===== config.mk =====
export PLATFORM = sky130hd
export DESIGN_NAME = alu_seq
export DESIGN_NICKNAME = d
export VERILOG_FILES = /design/src/rtl/alu_seq.sv
export SDC_FILE = /design/constraint.sdc
export NUM_CORES = 1
export LEC_CHECK = 0
export BUFFER_PORTS_ARGS = -buffer_cell sky130_fd_sc_hd__buf_4
export CAP_MARGIN = 30
export CORE_MARGIN = 10
export CORE_UTILIZATION = 55
export CTS_CLUSTER_DIAMETER = 50
export CTS_CLUSTER_SIZE = 40
export DETAILED_ROUTE_END_ITERATION = 7
export HOLD_SLACK_MARGIN = 0.03
export MAX_ROUTING_LAYER = met4
export PLACE_DENSITY = 0.74
export SYNTH_ARGS = -nofsm -noshare
export SYNTH_HDL_FRONTEND = slang
export SYNTH_SLANG_ARGS = --single-unit

===== constraint.sdc =====
create_clock -name clk -period 4.8 [get_ports clk]
set_input_delay 0.48 -clock clk [delete_from_list [all_inputs] [get_ports clk]]
set_output_delay 0.48 -clock clk [all_outputs]
set_load 0.05 [all_outputs]

===== src/rtl/alu_seq.sv =====
// alu_seq: registered valid/ready ALU with single-cycle logic ops and iterative multiply/divide
module alu_seq #(
  parameter int WIDTH = 8
) (
  input  logic             clk,
  input  logic             rst_n,
  input  logic             in_valid,
  output logic             in_ready,
  input  logic [3:0]       op,
  input  logic [WIDTH-1:0] a,
  input  logic [WIDTH-1:0] b,
  output logic             out_valid,
  input  logic             out_ready,
  output logic [WIDTH-1:0] result,
  output logic             carry,
  output logic             overflow,
  output logic             zero,
  output logic             dz,
  output logic             busy
);
  localparam int SHW = $clog2(WIDTH);
  localparam logic [3:0] OP_MUL = 4'b1010, OP_DIVU = 4'b1011, OP_REMU = 4'b1100;
  typedef enum logic [1:0] {IDLE, EXEC, DONE} state_t;
  state_t state_q, state_d;
  logic [3:0] op_q, op_d;
  logic [WIDTH-1:0] a_q, a_d, b_q, b_d, result_q, result_d;
  logic [2*WIDTH-1:0] acc_q, acc_d;
  logic [SHW-1:0] cnt_q, cnt_d;
  logic carry_q, carry_d, overflow_q, overflow_d, zero_q, zero_d, dz_q, dz_d;
  logic accept, is_multi, sc_carry, sc_ovf;
  logic [WIDTH:0] sum, diff, mul_sum, div_t;
  logic [WIDTH-1:0] sc_res, div_r, mc_res;
  logic [SHW-1:0] sh;
  logic [2*WIDTH-1:0] mul_next, div_next, step;
  assign in_ready  = (state_q == IDLE) | ((state_q == DONE) & out_ready);
  assign accept    = in_valid & in_ready;
  assign is_multi  = (op == OP_MUL) | (op == OP_DIVU) | (op == OP_REMU);
  assign out_valid = state_q == DONE;
  assign busy      = state_q != IDLE;
  assign result    = result_q;
  assign carry     = carry_q;
  assign overflow  = overflow_q;
  assign zero      = zero_q;
  assign dz        = dz_q;
  assign sum  = {1'b0, a} + {1'b0, b};
  assign diff = {1'b0, a} - {1'b0, b};
  assign sh   = b[SHW-1:0];
  always_comb begin
    sc_carry = 1'b0;
    sc_ovf   = 1'b0;
    case (op)
      4'b0000: sc_res = a & b;
      4'b0001: sc_res = a | b;
      4'b0010: begin
        sc_res   = sum[WIDTH-1:0];
        sc_carry = sum[WIDTH];
        sc_ovf   = (a[WIDTH-1] == b[WIDTH-1]) & (sum[WIDTH-1] != a[WIDTH-1]);
      end
      4'b0011: sc_res = a << sh;
      4'b0100: sc_res = a ^ b;
      4'b0101: begin
        sc_res   = diff[WIDTH-1:0];
        sc_carry = diff[WIDTH];
        sc_ovf   = (a[WIDTH-1] != b[WIDTH-1]) & (diff[WIDTH-1] != a[WIDTH-1]);
      end
      4'b0110: sc_res = a >> sh;
      4'b0111: sc_res = $signed(a) >>> sh;
      4'b1000: sc_res = {{(WIDTH-1){1'b0}}, $signed(a) < $signed(b)};
      4'b1001: sc_res = {{(WIDTH-1){1'b0}}, a < b};
      default: sc_res = '0;
    endcase
  end
  // acc holds {product high, multiplier} for MUL and {remainder, quotient} for division
  assign mul_sum  = {1'b0, acc_q[2*WIDTH-1:WIDTH]} + {1'b0, a_q & {WIDTH{acc_q[0]}}};
  assign mul_next = {mul_sum, acc_q[WIDTH-1:1]};
  assign div_t    = acc_q[2*WIDTH-1:WIDTH-1];
  assign div_r    = div_t[WIDTH-1:0] - (b_q & {WIDTH{div_t >= {1'b0, b_q}}});
  assign div_next = {div_r, acc_q[WIDTH-2:0], div_t >= {1'b0, b_q}};
  assign step     = (op_q == OP_MUL) ? mul_next : div_next;
  assign mc_res   = (op_q == OP_REMU) ? step[2*WIDTH-1:WIDTH] : step[WIDTH-1:0];
  always_comb begin
    state_d    = state_q;
    op_d       = op_q;
    a_d        = a_q;
    b_d        = b_q;
    acc_d      = acc_q;
    cnt_d      = cnt_q;
    result_d   = result_q;
    carry_d    = carry_q;
    overflow_d = overflow_q;
    zero_d     = zero_q;
    dz_d       = dz_q;
    if (state_q == DONE && out_ready) state_d = IDLE;
    if (accept) begin
      op_d    = op;
      a_d     = a;
      b_d     = b;
      cnt_d   = '0;
      acc_d   = (op == OP_MUL) ? {{WIDTH{1'b0}}, b} : {{WIDTH{1'b0}}, a};
      state_d = is_multi ? EXEC : DONE;
      if (!is_multi) begin
        result_d   = sc_res;
        carry_d    = sc_carry;
        overflow_d = sc_ovf;
        zero_d     = sc_res == '0;
        dz_d       = 1'b0;
      end
    end
    if (state_q == EXEC) begin
      acc_d = step;
      cnt_d = cnt_q + 1'b1;
      if (cnt_q == SHW'(WIDTH - 1)) begin
        state_d    = DONE;
        result_d   = mc_res;
        carry_d    = 1'b0;
        overflow_d = (op_q == OP_MUL) & (|step[2*WIDTH-1:WIDTH]);
        zero_d     = mc_res == '0;
        dz_d       = (op_q != OP_MUL) & (b_q == '0);
      end
    end
  end
  always_ff @(posedge clk or negedge rst_n) begin
    if (!rst_n) begin
      state_q    <= IDLE;
      op_q       <= '0;
      a_q        <= '0;
      b_q        <= '0;
      acc_q      <= '0;
      cnt_q      <= '0;
      result_q   <= '0;
      carry_q    <= 1'b0;
      overflow_q <= 1'b0;
      zero_q     <= 1'b0;
      dz_q       <= 1'b0;
    end else begin
      state_q    <= state_d;
      op_q       <= op_d;
      a_q        <= a_d;
      b_q        <= b_d;
      acc_q      <= acc_d;
      cnt_q      <= cnt_d;
      result_q   <= result_d;
      carry_q    <= carry_d;
      overflow_q <= overflow_d;
      zero_q     <= zero_d;
      dz_q       <= dz_d;
    end
  end
endmodule

==> results of run 1 <==
[Yosys cell counts, types with 14 or more instances]
| library cell | number | area [µm²] |
|---|---|---|
| a21oi_1 | 35 | 175.2 |
| nand2b_1 | 14 | 87.58 |
| mux2i_1 | 18 | 180.2 |
| ha_1 | 51 | 638.1 |
| nand3_1 | 19 | 95.09 |
| o21ai_0 | 60 | 300.3 |
| clkbuf_1 | 27 | 101.4 |
| a221oi_1 | 15 | 131.4 |
| nor3_1 | 20 | 100.1 |
| nand2_1 | 82 | 307.8 |
| dfrtp_1 | 53 | 1326 |
| nor2_1 | 41 | 153.9 |
| inv_1 | 35 | 131.4 |
[layout make-up]
class | instances | area [µm²]
Inverter | 38 | 142.6
Clock buffer | 5 | 68.82
Sequential cell | 53 | 1326
Clock inverter | 3 | 21.27
Tap cell | 129 | 161.4
Multi-Input combinational cell | 521 | 3672
Fill cell | 889 | 3649
Timing Repair Buffer | 44 | 330.3
[sequential cells by signal, summed over array words and instances (netlist names)]
| signal | flops |
|---|---|
| a_q | 8 |
| acc_q | 16 |
| b_q | 8 |
| carry | 1 |
| cnt_q | 3 |
| dz | 1 |
| op_q | 4 |
| overflow | 1 |
| result | 8 |
| state_q | 2 |
| zero | 1 |
[stage by stage]
step / instance area [µm²] / worst slack (ps) / hold slack [ps] / std cells / utilization
after floorplan: 5366 / 1281 / 184.4 / 657 / -
after global placement: 5625 / 968.6 / 461.6 / 784 / 0.6003
after detailed placement: 5633 / 942.9 / 467.6 / 785 / 0.6011
after CTS: 5723 / 911.3 / 226.0 / 793 / 0.6107
after global routing: 5723 / 571.8 / 250.9 / 793 / 0.6107
final: 5723 / 856.4 / 191.2 / 793 / 0.6107
[cells by family after synthesis]
logic type | Yosys count
muxes | 31
AOI/OAI and AO/OA | 188
DFF | 53
adders and majority gates | 55
buffers and inverters | 83
xor gates and xnor gates | 17
and+or+nand+nor | 230
[critical path: cells and delay by family (launching register included)]
family / cells / cell delay, ps
AOI/OAI and AO/OA: 6 / 1690
and+or+nand+nor: 7 / 1010
adders and majority gates: 2 / 480
DFF: 1 / 400
muxes: 1 / 200
buffers and inverters: 1 / 130
[final timing paths]
path	start	endpoint	slack, ps	cells past startpoint
min reg2reg	a_q[1]	a_q[1]	490	2
min in group clk	b[4]	b_q[4]	400	3
max reg2reg	acc_q[7]	zero	860	17
max	acc_q[7]	zero	860	17
max in group asynchronous	rst_n	acc_q[8]	4150	1
min	rst_n	acc_q[14]	190	1
[metal layers]
metal,share of wire,up-vias,wire [µm]
met5,0,-,0
met4,0.018,0,286
met3,0.072,22,1153
met2,0.46,187,7311
met1,0.45,2403,7249
li1,-,2385,-
[power by group]
group | total (mW) | internal (mW) | switching [mW]
Clock | 0.272 | 0.104 | 0.167
Combinational | 2.24 | 0.838 | 1.40
Sequential | 0.857 | 0.660 | 0.197
Total | 3.36 | 1.60 | 1.76
==> impl_results.md, run 1 <==
- Status: complete, no violations
- GRT overflow: 0
- Flops & latches, synth: 53
- RSZ-0062 raised after global routing: false
- Max Clock Freq: about 250 MHz
- Post-synth EDFFs: 0
- Leak: about 2.6 nW
- Max_slew headroom: 0.4021
- Clock sink total: 53
- Commonest non-fill, non-tap cell in the layout: nand2_1
- Setup TNS: 0 ps
- N_diodes: 0
- Vias per inst: 6.301
- Synth warn: 0
- DR iter-0 viols: about 480
- Nets: between 700 and 800
- Vias in the first global route: roughly 4700
- Largest family of logic cells by synthesized area: compound AO/OA/AOI/OAI gates
- ANT nets after route: 0
- M3 GR Usage: 0.03808
- Post-synthesis simple-gate area fraction: 0.2115
- Final period util: 0.8216
- Routed len/inst: slightly above 20 µm
- CP Data Required Time: about 5100 ps
- Die Y: 118.8 µm
- Critical path class: flip-flop to flip-flop
- Ys flop type: dfrtp_1
- Post-cts sizing count: 0
- CP Launch Type: flip-flop
- Setup violators final: 0
- Crit path capture type: flip-flop
- DP Wirelength: 12520 µm
- Mapped Cells: ~660
- Most frequent cells in the layout: nand2_1, o21ai_0, dfrtp_1
- FFs w/ async S/R, synth: 1.000
- Post-CTS setup repair buffer count: 0
- Post-synthesis mux area share: 0.07904
- First-pass DRT Iterations: 5
- I/O pin count: 39
- H-tree Lvls: 2
- Clk buf depth: 2
- Final min period: 3944 ps
- Worst path cell trace: inv_1, ha_1, nand2b_1, a211oi_1, o31a_1, nand2_1, a211o_1, nand2_1, ha_1, nand2b_1, nand2b_1, a211o_1, a22oi_1, mux2i_1, nor4_1, and4_1, a211o_1
- Root cell of the clock tree: clkbuf_8
- Starting Density: 0.5726
- # port buffers: 38
- CORE AREA: between 9000 and 10000 µm²
- Worst Max-Slew Pin Slew: a little under 900 ps
- Die width: 118.8 µm
- Num CTS Buffers: 5
- Most Crowded Layer GR: met2
- Synth Area in Adders: 0.1338
- GRT Overall Usage: 0.2299
- Via count: approximately 5000
- Largest net degree at the start of global routing: 54
- CTS tree: done
- Sequential share of the synthesized area: 0.2471
- Worst Hold Class: input port to asynchronous set/reset pin
- Final wirelength: approximately 16000 µm
- Max-cap viol count: 0
- Total power density per cell area: about 590 nW/µm²
- Max rail drop VDD: 0.0002789 V
- CP max stage cell: a22oi_1
- # hold bufs at CTS: 0
- Distinct cells, synth: 73
- Final Hold Viols: 0
- Placer congestion estimate: ~1
- First-pass GRT wire length: around 26000 µm
- Clock Pin Slew Worst Setup and Hold Paths: ~110 ps
- Worst-path maximum fanout: 9
- Crit path arrival time: 4210 ps
- Average cell area after synthesis: between 8 and 9 µm²
- Slew Limit Fails: 0
- Met2 Use GR: 0.3524
- Post-synthesis cell area: ~5400 µm²
- Area delta synth->final: 6.645%
- Synth Net Count: around 740
- Total power: about 3.4 mW
- Latest clock arrival within the worst-skew pair: 320 ps
- Critical path's largest stage delay: about 430 ps
- Initial antenna violation count: 0
- Residual DRC: 0
- Synth Area in XOR/XNOR: 0.02775
- Compound-Gate Fraction of Synth Area: 0.2311
- Setup Skew: between 8 and 9 ps
- Rows: 35
- Global routing usage on met1: 0.3099
- Die ar.: 14110 µm²
- Layout cells sized above 1: 0.1145
(Power assumes the default switching activity.)
==> run 2, diff against run 1 <==
--- a/config.mk
+++ b/config.mk
@@ -14,7 +14,7 @@
 export DETAILED_ROUTE_END_ITERATION = 7
 export HOLD_SLACK_MARGIN = 0.03
 export MAX_ROUTING_LAYER = met4
-export PLACE_DENSITY = 0.74
+export PLACE_DENSITY = 0.77
 export SYNTH_ARGS = -nofsm -noshare
 export SYNTH_HDL_FRONTEND = slang
 export SYNTH_SLANG_ARGS = --single-unit
==> constraint.sdc (replaced) <==
create_clock -name clk -period 3.4 [get_ports clk]
set_input_delay 0.34 -clock clk [delete_from_list [all_inputs] [get_ports clk]]
set_output_delay 0.34 -clock clk [all_outputs]
set_load 0.05 [all_outputs]
==> impl_results.md, run 2 (synthesis results as in run 1) <==
- Status: finished with violations
- Failing checks: negative setup slack
- Max_slew headroom: 0.3604 (-0.04172)
- Combinational Power Share: 0.730 (+0.066)
- Worst-path maximum fanout: 3 (-6)
- Worst Hold Class: input port to asynchronous set/reset pin
- Dpl cell area: 5989 µm² (+6.3%)
- Vias per inst: 6.521 (+3.5%)
- H-tree Lvls: 2 (unchanged)
- Most frequent cells in the layout: buf_4, nand2_1, o21ai_0, dfrtp_1, ha_1
- Max rail drop VDD: 0.0004451 V (+60%)
- Cells after DPL: 827 (+5.4%)
- Crit path arrival time: 3800 ps (-410 ps)
- Worst Max-Slew Pin Slew: 959.5 ps (+67.67 ps)
- Leak: 2.861 nW (+11%)
- Clk buf depth: 2 (unchanged)
- Cell-internal power: 2.935 mW (+83%)
- Clock sink total: 53 (unchanged)
- Worst path cell trace: inv_2, ha_4, nand2b_4, a211oi_2, o31a_1, nand2_1, a211o_1, buf_4, nand2_1, ha_1, a21o_1, a21oi_2, o21bai_1, a21oi_2, xor2_2, a32o_2, and4_1, a211o_1
- Critical path's largest stage delay: 410 ps (-20 ps)
- Via count: 5517 (+10%)
- Die width: 118.8 µm (unchanged)
- Sequential power share: 0.201 (-0.054)
- Max Clock Freq: 280.1 MHz (+10%)
- Switching Share: 0.4977 (-0.02602)
- I/O pin count: 39 (unchanged)
- Setup violators final: 4 (+4)
- CORE AREA: 9371 µm² (unchanged)
- # port buffers: 38 (unchanged)
- Final worst slack: -170.2 ps (-1027 ps)
- DR iter-0 viols: 646 (+35%)
- # hold bufs at CTS: 0 (unchanged)
- Latest clock arrival within the worst-skew pair: 330 ps (about the same)
- Commonest non-fill, non-tap cell in the layout: buf_4
- Fin cells: 846 (+6.7%)
- Crit path capture type: flip-flop
- Setup TNS: -343.3 ps (-343.3 ps)
- Cell area after layout: 6346 µm² (+11%)
- Largest net degree at the start of global routing: 54 (unchanged)
- CP Data Required Time: 3630 ps (-1440 ps)
- First-pass GRT wire length: 27880 µm (+7.7%)
- First-pass DRT Iterations: 7 (+2)
- Die Y: 118.8 µm (unchanged)
- GRT Overall Usage: 0.2447 (+0.01473)
- Starting Density: 0.5726 (unchanged)
- Clock share of power: 0.069 (-0.012)
- Area delta synth->final: 18.26%
- Setup Skew: 22.12 ps (+13.67 ps)
- Final Hold Viols: 0 (unchanged)
- Placer congestion estimate: 1.044 (+4.3%)
- Slew Limit Fails: 0 (unchanged)
- CP startpoint: acc_q[7]
- Largest Register: acc_q
- DP Wirelength: 13290 µm (+6.1%)
- Final min period: 3570 ps (-373.4 ps)
- Fin util: 0.6772 (+0.06649)
- Fillers: 792 (-11%)
- Rows: 35 (unchanged)
- Total power: 5.844 mW (+74%)
- Die ar.: 14110 µm² (unchanged)
- Clock Pin Slew Worst Setup and Hold Paths: 120 ps (about the same)
- ANT nets after route: 0 (unchanged)
- Final wirelength: 17450 µm (+9.0%)
- Max-cap viol count: 0 (unchanged)
- CTS tree: done
- Pre-CTS setup slack: -190.2 ps (-1133 ps)
- Worst reg2reg startpoint: acc_q[7]
- Vias in the first global route: 5229 (+11%)
- Max reg flops: 16 (unchanged)
- Routed len/inst: 20.62 µm (+2.2%)
- Layout cells sized above 1: 0.2291 (+0.1146)
- RSZ-0062 raised after global routing: true
- Initial antenna violation count: 1 (+1)
- Critical path class: flip-flop to flip-flop
- Residual DRC: 0 (unchanged)
- Total power density per cell area: 920.9 nW/µm² (+57%)
- Final period util: 1.050 (+0.2285)
- CP max stage cell: dfrtp_1
- GRT overflow: 0 (unchanged)
- Num CTS Buffers: 5 (unchanged)
- Net Sw Power: 2.909 mW (+65%)
- CP Launch Type: flip-flop
- Worst Hold Slack: 18.45 ps (-172.7 ps)
- Root cell of the clock tree: clkbuf_8
- Nets: 794 (+7.0%)
==> run 2: cell count changes in the layout (fill, tap and decap cells not counted), moves of 5 or more <==
| cell | before | now |
|---|---|---|
| buf_4 | 44 | 94 |
| a21oi_1 | 35 | 30 |
| a21oi_2 | 0 | 5 |
| o21ai_0 | 60 | 53 |
| ha_4 | 0 | 7 |
| ha_1 | 51 | 44 |
| o21ai_1 | 2 | 8 |
==> run 2: final cells by class <==
class / count / area, µm² / area share
Multi-Input combinational cell: 521 / 3871 / 0.6100
Sequential cell: 53 / 1326 / 0.2090
Inverter: 38 / 142.6 / 0.02248
Timing Repair Buffer: 96 / 744.5 / 0.1173
Clock buffer: 5 / 68.82 / 0.01084
Antenna cell: 1 / 2.502 / 0.0003943
Clock inverter: 3 / 28.78 / 0.004535
Tap cell: 129 / 161.4 / 0.02543
==> run 2: path summary, 6_finish.rpt <==
path / endpoint / slack [ps] / depth (start not counted)
setup / recovery: zero / -170 / 18
hold reg to reg: a_q[0] / 500 / 2
max in group asynchronous: acc_q[4] / 2890 / 1
setup reg to reg: zero / -170 / 18
hold / removal: acc_q[14] / 20 / 1
min in group clk: b_q[3] / 270 / 3
==> run 2: per-layer routing <==
layer	share of wire	track usage	up-vias
met4	0.024	0.07023	0
li1	-	-	2508
met1	0.44	0.3264	2679
met2	0.46	0.3738	287
met5	0	-	-
met3	0.084	0.03903	43
==> run 2: what timing repair did <==
action,in CTS,in global routing
pin swaps,15,24
resized for setup,14,27
gates cloned,0,0
endpoints found under the setup margin,7,12
setup buffers,6,8
==> run 2: power by group through the flow <==
stage	combinational [mW]	sequential [mW]	clock, mW
2_1_floorplan	2.10	1.33	0
3_3_place_gp	3.46	1.15	0
3_5_place_dp	3.58	1.17	0
4_1_cts	3.83	1.16	0.405
5_1_grt	4.59	1.22	0.432
6_report	4.27	1.18	0.402
==> run 2: worst max-delay path: cells and delay by family, from the launching register on <==
family	cells	cell delay (ps)
AOI/OAI and AO/OA	9	1850
xor gates and xnor gates	1	110
adders and majority gates	2	450
buffers and inverters	2	230
DFF	1	410
and+or+nand+nor	4	390
